<file path="config.mk">
export PLATFORM = sky130hd
export DESIGN_NAME = alu_issue_stage_flat
export DESIGN_NICKNAME = d
export VERILOG_FILES = /design/src/rtl/alu_issue_if.sv /design/src/rtl/alu_issue_stage.sv /design/src/flat_wrapper.sv
export SDC_FILE = /design/constraint.sdc
export NUM_CORES = 1
export LEC_CHECK = 0
export CAP_MARGIN = 20
export CORE_MARGIN = 4
export CORE_UTILIZATION = 50
export CTS_CLUSTER_DIAMETER = 150
export DETAILED_ROUTE_END_ITERATION = 7
export PLACE_DENSITY = 0.87
export SLEW_MARGIN = 10
export SYNTH_ARGS = -nofsm -noshare
export SYNTH_HDL_FRONTEND = slang
export SYNTH_SLANG_ARGS = --single-unit
</file>
<file path="constraint.sdc">
create_clock -name clk -period 5.45 [get_ports clk]
set_input_delay 1.09 -clock clk [delete_from_list [all_inputs] [get_ports clk]]
set_output_delay 1.09 -clock clk [all_outputs]
set_load 0.05 [all_outputs]
</file>
<file path="src/rtl/alu_issue_if.sv">
// alu_issue_if: issue-stage handshake, register-file read, output and writeback signals
interface alu_issue_if;
  logic flush;
  logic in_valid;
  logic in_ready;
  logic [31:0] in_instr;
  logic [31:0] in_pc;
  logic [4:0] rf_rs1_addr;
  logic [4:0] rf_rs2_addr;
  logic [31:0] rf_rs1_data;
  logic [31:0] rf_rs2_data;
  logic out_valid;
  logic out_ready;
  logic [2:0] alu_opcode;
  logic [31:0] op_0;
  logic [31:0] op_1;
  logic [4:0] rd;
  logic rd_we;
  logic illegal;
  logic wb_valid;
  logic [4:0] wb_rd;
  modport slave (
    input flush, in_valid, in_instr, in_pc, rf_rs1_data, rf_rs2_data, out_ready, wb_valid, wb_rd,
    output in_ready, rf_rs1_addr, rf_rs2_addr, out_valid, alu_opcode, op_0, op_1, rd, rd_we, illegal
  );
  modport master (
    output flush, in_valid, in_instr, in_pc, rf_rs1_data, rf_rs2_data, out_ready, wb_valid, wb_rd,
    input in_ready, rf_rs1_addr, rf_rs2_addr, out_valid, alu_opcode, op_0, op_1, rd, rd_we, illegal
  );
endinterface

</file>
<file path="src/rtl/alu_issue_stage.sv">
// alu_issue_stage: RV32I ALU-subset decode, operand select and issue with pending-write scoreboard
module alu_issue_stage (
  input logic clk,
  input logic rst,
  alu_issue_if.slave bus
);
  localparam logic [6:0] opc_op = 7'b0110011, opc_imm = 7'b0010011, opc_lui = 7'b0110111, opc_auipc = 7'b0010111;
  localparam logic [6:0] f7_alt = 7'b0100000;
  localparam logic [2:0] a_add = 3'b000, a_sub = 3'b001, a_and = 3'b010, a_or = 3'b011, a_xor = 3'b100, a_sll = 3'b101, a_srl = 3'b110, a_sra = 3'b111;
  logic [6:0] opc, f7;
  logic [2:0] f3, base, code;
  logic [4:0] rs1, rs2, rd_a;
  logic is_op, is_imm, is_lui, is_auipc, is_sh, slt, alt, ill, we, use1, use2, hazard, accept;
  logic [31:0] v0, v1, pend, clr, set;
  assign opc = bus.in_instr[6:0];
  assign f3 = bus.in_instr[14:12];
  assign f7 = bus.in_instr[31:25];
  assign rs1 = bus.in_instr[19:15];
  assign rs2 = bus.in_instr[24:20];
  assign rd_a = bus.in_instr[11:7];
  assign bus.rf_rs1_addr = rs1;
  assign bus.rf_rs2_addr = rs2;
  always_comb begin
    is_op = opc == opc_op;
    is_imm = opc == opc_imm;
    is_lui = opc == opc_lui;
    is_auipc = opc == opc_auipc;
    is_sh = f3[1:0] == 2'b01;
    slt = f3[2:1] == 2'b01;
    ill = !(is_op || is_imm || is_lui || is_auipc)
      || (is_op && (slt || !(f7 == 7'b0 || (f7 == f7_alt && (f3 == 3'b000 || f3 == 3'b101)))))
      || (is_imm && (slt || (is_sh && !(f7 == 7'b0 || f7 == f7_alt))));
    alt = f7 == f7_alt && (is_op || (is_imm && f3 == 3'b101));
    base = f3 == 3'b000 ? a_add : f3 == 3'b001 ? a_sll : f3 == 3'b100 ? a_xor :
           f3 == 3'b101 ? a_srl : f3 == 3'b110 ? a_or : a_and;
    code = (ill || is_lui || is_auipc) ? a_add : alt ? (f3 == 3'b000 ? a_sub : a_sra) : base;
    v0 = (ill || is_lui) ? 32'b0 : is_auipc ? bus.in_pc : bus.rf_rs1_data;
    v1 = ill ? 32'b0 : is_op ? bus.rf_rs2_data :
         is_imm ? (is_sh ? {27'b0, rs2} : {{20{bus.in_instr[31]}}, bus.in_instr[31:20]}) :
         {bus.in_instr[31:12], 12'b0};
    we = !ill && rd_a != 5'd0;
    use1 = !ill && (is_op || is_imm);
    use2 = !ill && is_op;
    hazard = (use1 && pend[rs1]) || (use2 && pend[rs2]) || (we && pend[rd_a]);
    bus.in_ready = !rst && !bus.flush && !hazard && (!bus.out_valid || bus.out_ready);
    accept = bus.in_valid && bus.in_ready;
    // clears applied before sets so a same-cycle set of one register wins
    clr = (bus.wb_valid ? 32'b1 << bus.wb_rd : 32'b0)
        | ((bus.flush && bus.out_valid && bus.rd_we) ? 32'b1 << bus.rd : 32'b0);
    set = (accept && we) ? 32'b1 << rd_a : 32'b0;
  end
  always_ff @(posedge clk) begin
    if (rst) begin
      pend <= '0;
      bus.out_valid <= 1'b0;
      bus.alu_opcode <= a_add;
      bus.op_0 <= '0;
      bus.op_1 <= '0;
      bus.rd <= '0;
      bus.rd_we <= 1'b0;
      bus.illegal <= 1'b0;
    end else begin
      pend <= ((pend & ~clr) | set) & 32'hffff_fffe;
      if (bus.flush) bus.out_valid <= 1'b0;
      else if (accept) begin
        bus.out_valid <= 1'b1;
        bus.alu_opcode <= code;
        bus.op_0 <= v0;
        bus.op_1 <= v1;
        bus.rd <= rd_a;
        bus.rd_we <= we;
        bus.illegal <= ill;
      end else if (bus.out_ready) bus.out_valid <= 1'b0;
    end
  end
endmodule

</file>
<file path="src/flat_wrapper.sv">
// flat-port wrapper written by rule: the top's interface ports become plain ports
module alu_issue_stage_flat 
  (clk, rst, bus_flush, bus_in_valid, bus_in_instr, bus_in_pc, bus_rf_rs1_data, bus_rf_rs2_data, bus_out_ready, bus_wb_valid, bus_wb_rd, bus_in_ready, bus_rf_rs1_addr, bus_rf_rs2_addr, bus_out_valid, bus_alu_opcode, bus_op_0, bus_op_1, bus_rd, bus_rd_we, bus_illegal);
  alu_issue_if bus_i ();
  input logic clk;
  input logic rst;
  input wire logic [$bits(bus_i.flush)-1:0] bus_flush;
  input wire logic [$bits(bus_i.in_valid)-1:0] bus_in_valid;
  input wire logic [$bits(bus_i.in_instr)-1:0] bus_in_instr;
  input wire logic [$bits(bus_i.in_pc)-1:0] bus_in_pc;
  input wire logic [$bits(bus_i.rf_rs1_data)-1:0] bus_rf_rs1_data;
  input wire logic [$bits(bus_i.rf_rs2_data)-1:0] bus_rf_rs2_data;
  input wire logic [$bits(bus_i.out_ready)-1:0] bus_out_ready;
  input wire logic [$bits(bus_i.wb_valid)-1:0] bus_wb_valid;
  input wire logic [$bits(bus_i.wb_rd)-1:0] bus_wb_rd;
  output wire logic [$bits(bus_i.in_ready)-1:0] bus_in_ready;
  output wire logic [$bits(bus_i.rf_rs1_addr)-1:0] bus_rf_rs1_addr;
  output wire logic [$bits(bus_i.rf_rs2_addr)-1:0] bus_rf_rs2_addr;
  output wire logic [$bits(bus_i.out_valid)-1:0] bus_out_valid;
  output wire logic [$bits(bus_i.alu_opcode)-1:0] bus_alu_opcode;
  output wire logic [$bits(bus_i.op_0)-1:0] bus_op_0;
  output wire logic [$bits(bus_i.op_1)-1:0] bus_op_1;
  output wire logic [$bits(bus_i.rd)-1:0] bus_rd;
  output wire logic [$bits(bus_i.rd_we)-1:0] bus_rd_we;
  output wire logic [$bits(bus_i.illegal)-1:0] bus_illegal;
  assign bus_i.flush = bus_flush;
  assign bus_i.in_valid = bus_in_valid;
  assign bus_i.in_instr = bus_in_instr;
  assign bus_i.in_pc = bus_in_pc;
  assign bus_i.rf_rs1_data = bus_rf_rs1_data;
  assign bus_i.rf_rs2_data = bus_rf_rs2_data;
  assign bus_i.out_ready = bus_out_ready;
  assign bus_i.wb_valid = bus_wb_valid;
  assign bus_i.wb_rd = bus_wb_rd;
  assign bus_in_ready = bus_i.in_ready;
  assign bus_rf_rs1_addr = bus_i.rf_rs1_addr;
  assign bus_rf_rs2_addr = bus_i.rf_rs2_addr;
  assign bus_out_valid = bus_i.out_valid;
  assign bus_alu_opcode = bus_i.alu_opcode;
  assign bus_op_0 = bus_i.op_0;
  assign bus_op_1 = bus_i.op_1;
  assign bus_rd = bus_i.rd;
  assign bus_rd_we = bus_i.rd_we;
  assign bus_illegal = bus_i.illegal;
  alu_issue_stage u_core (.clk(clk), .rst(rst), .bus(bus_i));
endmodule
</file>
==> qor.csv <==
stage;metric;value;unit
setup_path;critical path's top delay family;buffers and inverters;
routing;Initial DRC Count;872;
floorplanning;die area;0.0153;mm²
sta;final setup vio count;0;
setup_path;critical path launch point type;input pin;
grt;gr usage total;30.3;%
sta;crit path time final;4720;ps
setup_path;crit path capture type;output port;
floorplanning;io pins;225;
grt;grt total ovfl;0;
power;PwrDens;198;mW/mm²
placed_design;I/O Buffers;224;
synth;FF+latch count, synth;106;
sta;unrepaired setup endpoints after global routing;false;
sta;setup_tns;0;ps
cts;clock buffer depth;2;
sta;f_max;0.212;GHz
cts;CTS tree;yes;
placed_design;pre-CTS WS;750;ps
cts;H-tree levels;3;
sta;Tcrit/Tclk final;86.6;%
synth;sequential share of the synthesized area;31.7;%
sta;Final Hold Viols;0;
status;status;complete, no violations;
cts;clock tree sinks;106;
setup_path;Critical-path top delay cell;clkdlybuf4s50_1;
sta;Fin Clk Skew;9.79;ps
synth;syn_nets;947;
synth;top post-synthesis cells by area;dfxtp_1 (32%), nand2_1 (7.7%), mux2i_1 (4.8%), o211ai_1 (4.6%), a2111oi_0 (4.2%);
setup_path;largest fanout on the critical path;17;
cts;Clock Pin Slew Worst Setup and Hold Paths;70;ps
power;total power;1820;µW
flow_run;# Max-Cap Violations;0;
floorplanning;Core ar.;0.0132;mm²
hold_path;Hold Path Class;flop to flop;
routing;Routed wire per std cell;21.2;µm
floorplanning;Core Rows;42;
placed_design;Placed Cells;1132;
setup_path;Critical Path, Cell by Cell;clkdlybuf4s50_1 -> mux2i_1 -> mux4_2 -> nand3b_1 -> nand3_2 -> o31ai_1 -> nor2_1 -> buf_4;
synth;top-area cell type share of the netlist area;31.7;%
layout;fin nets;1106;
floorplanning;DIE WIDTH;124;µm
placed_design;GP Congestion;0.958;
floorplanning;Die Y;124;µm
routing;DRC;0;
synth;total of warnings raised by yosys;0;
sta;Least-Margin Pin Slew;909;ps
cts;Inserted Clock Buffers;9;
routing;via count;7388;
synth;unique cell type count in the Yosys netlist;64;
synth;Top FF cell, synth;dfxtp_1;
routing;Total Wirelength;24300;µm
setup_path;Crit Path Class;input pin to output port;
synth;Netlist Area Pre-Place;0.00670;mm²
layout;Syn-to-layout area delta;36.7;%
placed_design;DP HPWL;17100;µm
sta;Slew HR;39.2;%
grt;first-pass GRT wire length;36600;µm
cts;Post-CTS Hold Fix Bufs;0;
synth;cell count after synthesis;808;
setup_path;Worst Path Required;4360;ps
sta;Slew Limit Fails;0;
synth;Mapped Avg Cell Area;8.29;µm²
grt;vias in the first global route;6748;
sta;final worst slack;733;ps
power;Pleak;0.00306;µW
synth;number of flops mapped to enable cells by yosys;0;
synth;Post-synth top cells;nand2_1 (137), dfxtp_1 (106), clkbuf_1 (49);
cts;postcts setup bufs;0;
cts;worst-skew pair later-pin latency;360;ps
setup_path;Arrival @ worst endpoint;3630;ps
synth;most common cell in the netlist;nand2_1;
floorplanning;starting density of the core;50.8;%
layout;fin cells;1149;
sta;final hold slack;468;ps
setup_path;Worst path max stage delay;1050;ps
synth;ys async rst share;0;%
power;VDD IR-drop max;127;µV
layout;share of post-route cells with drive strength above 1;9.57;%
synth;post-synth top area cell;dfxtp_1;
cts;CTS root buffer;clkbuf_16;
routing;DR pass1 iterations;6;
cts;CTS resizes;0;
setup_path;WP buf/inv;2;
routing;Routed Antenna Nets;0;
grt;largest net degree at the start of global routing;69;
grt;initial antenna violation count;1;
routing;drt via density;6.43;
## cell families after synthesis
kind of cell / count (synthesis) / synth area share [%]
XOR/XNOR: 1 / 0.131
AND/OR/NAND/NOR: 301 / 22.0
AO/OA/AOI/OAI: 259 / 30.1
buffers and inverters: 96 / 7.13
adder cells (fa/ha/maj): 1 / 0.149
flip-flops: 106 / 31.7
multiplexers: 44 / 8.81
## layout by cell type (no fill, tap or decap), types with 9 or more instances in the layout
cell type and n:
a2111oi_0 32, or2_2 16, o211ai_1 41, clkbuf_16 9, o21ai_0 22, clkdlybuf4s50_1 223
nand2b_1 15, nor2b_1 9, dfxtp_1 106, a21oi_1 18, buf_4 13, or3_1 9
nor2_1 26, a31o_2 15, nor3_1 9, o31ai_1 23, mux4_2 12, nand3b_1 9
mux2i_1 32, o21ai_1 18, a31o_1 24, nand3_1 42, o2111ai_1 25, nand2_1 137
## layout make-up
type	count	area (µm²)
tap	176	220
inverter	7	26.3
clock buffer	10	239
clock inverter	6	87.6
antenna	1	2.50
fill	1066	4030
timing repair buffer	237	2350
sequential	106	2120
multi-input combinational	606	4110
## flip-flops by register name, indices dropped and copies added, names as in the netlist
register               flops
u_core.bus.rd_we           1
u_core.bus.alu_opcode      3
u_core.pend               31
u_core.bus.out_valid       1
u_core.bus.op_0           32
u_core.bus.illegal         1
u_core.bus.rd              5
u_core.bus.op_1           32
## routing by layer
layer | share of wire, % | vias to the layer above | GRT usage [%]
li1 | - | 3405 | -
met1 | 40 | 3508 | 40.5
met2 | 47 | 424 | 48.7
met3 | 9.8 | 51 | 5.72
met4 | 2.7 | 0 | 11.0
met5 | 0 | - | 0
## worst reg2reg max path: cells and delay by family (launching register included)
family	cells	cell delay [ps]
compound gates	2	510
buf+inv	1	610
flops	1	440
mux	2	600
simple gates	3	930
## per-stage QoR
stage               cell area (µm²)  util (%)
floorplan                      6700         -
global placement               8830      66.9
detailed placement             8830      66.9
CTS                            9160      69.4
global route                   9160      69.4
finish                         9160      69.4
## power breakdown
group          switching [µW]  total (µW)  internal, µW
clock                     308         725           416
combinational             165         308           143
sequential               5.63         783           778
## final timing paths
check / from / end / slack (ps) / cells after the start
min: u_core.bus.alu_opcode[1] / u_core.bus.alu_opcode[1] / 470 / 2
min reg2reg: u_core.bus.alu_opcode[1] / u_core.bus.alu_opcode[1] / 470 / 2
max reg2reg: u_core.pend[11] / u_core.pend[1] / 2250 / 8
max: bus_in_instr[15] / bus_in_ready / 730 / 8
(Power assumes the default switching activity.)
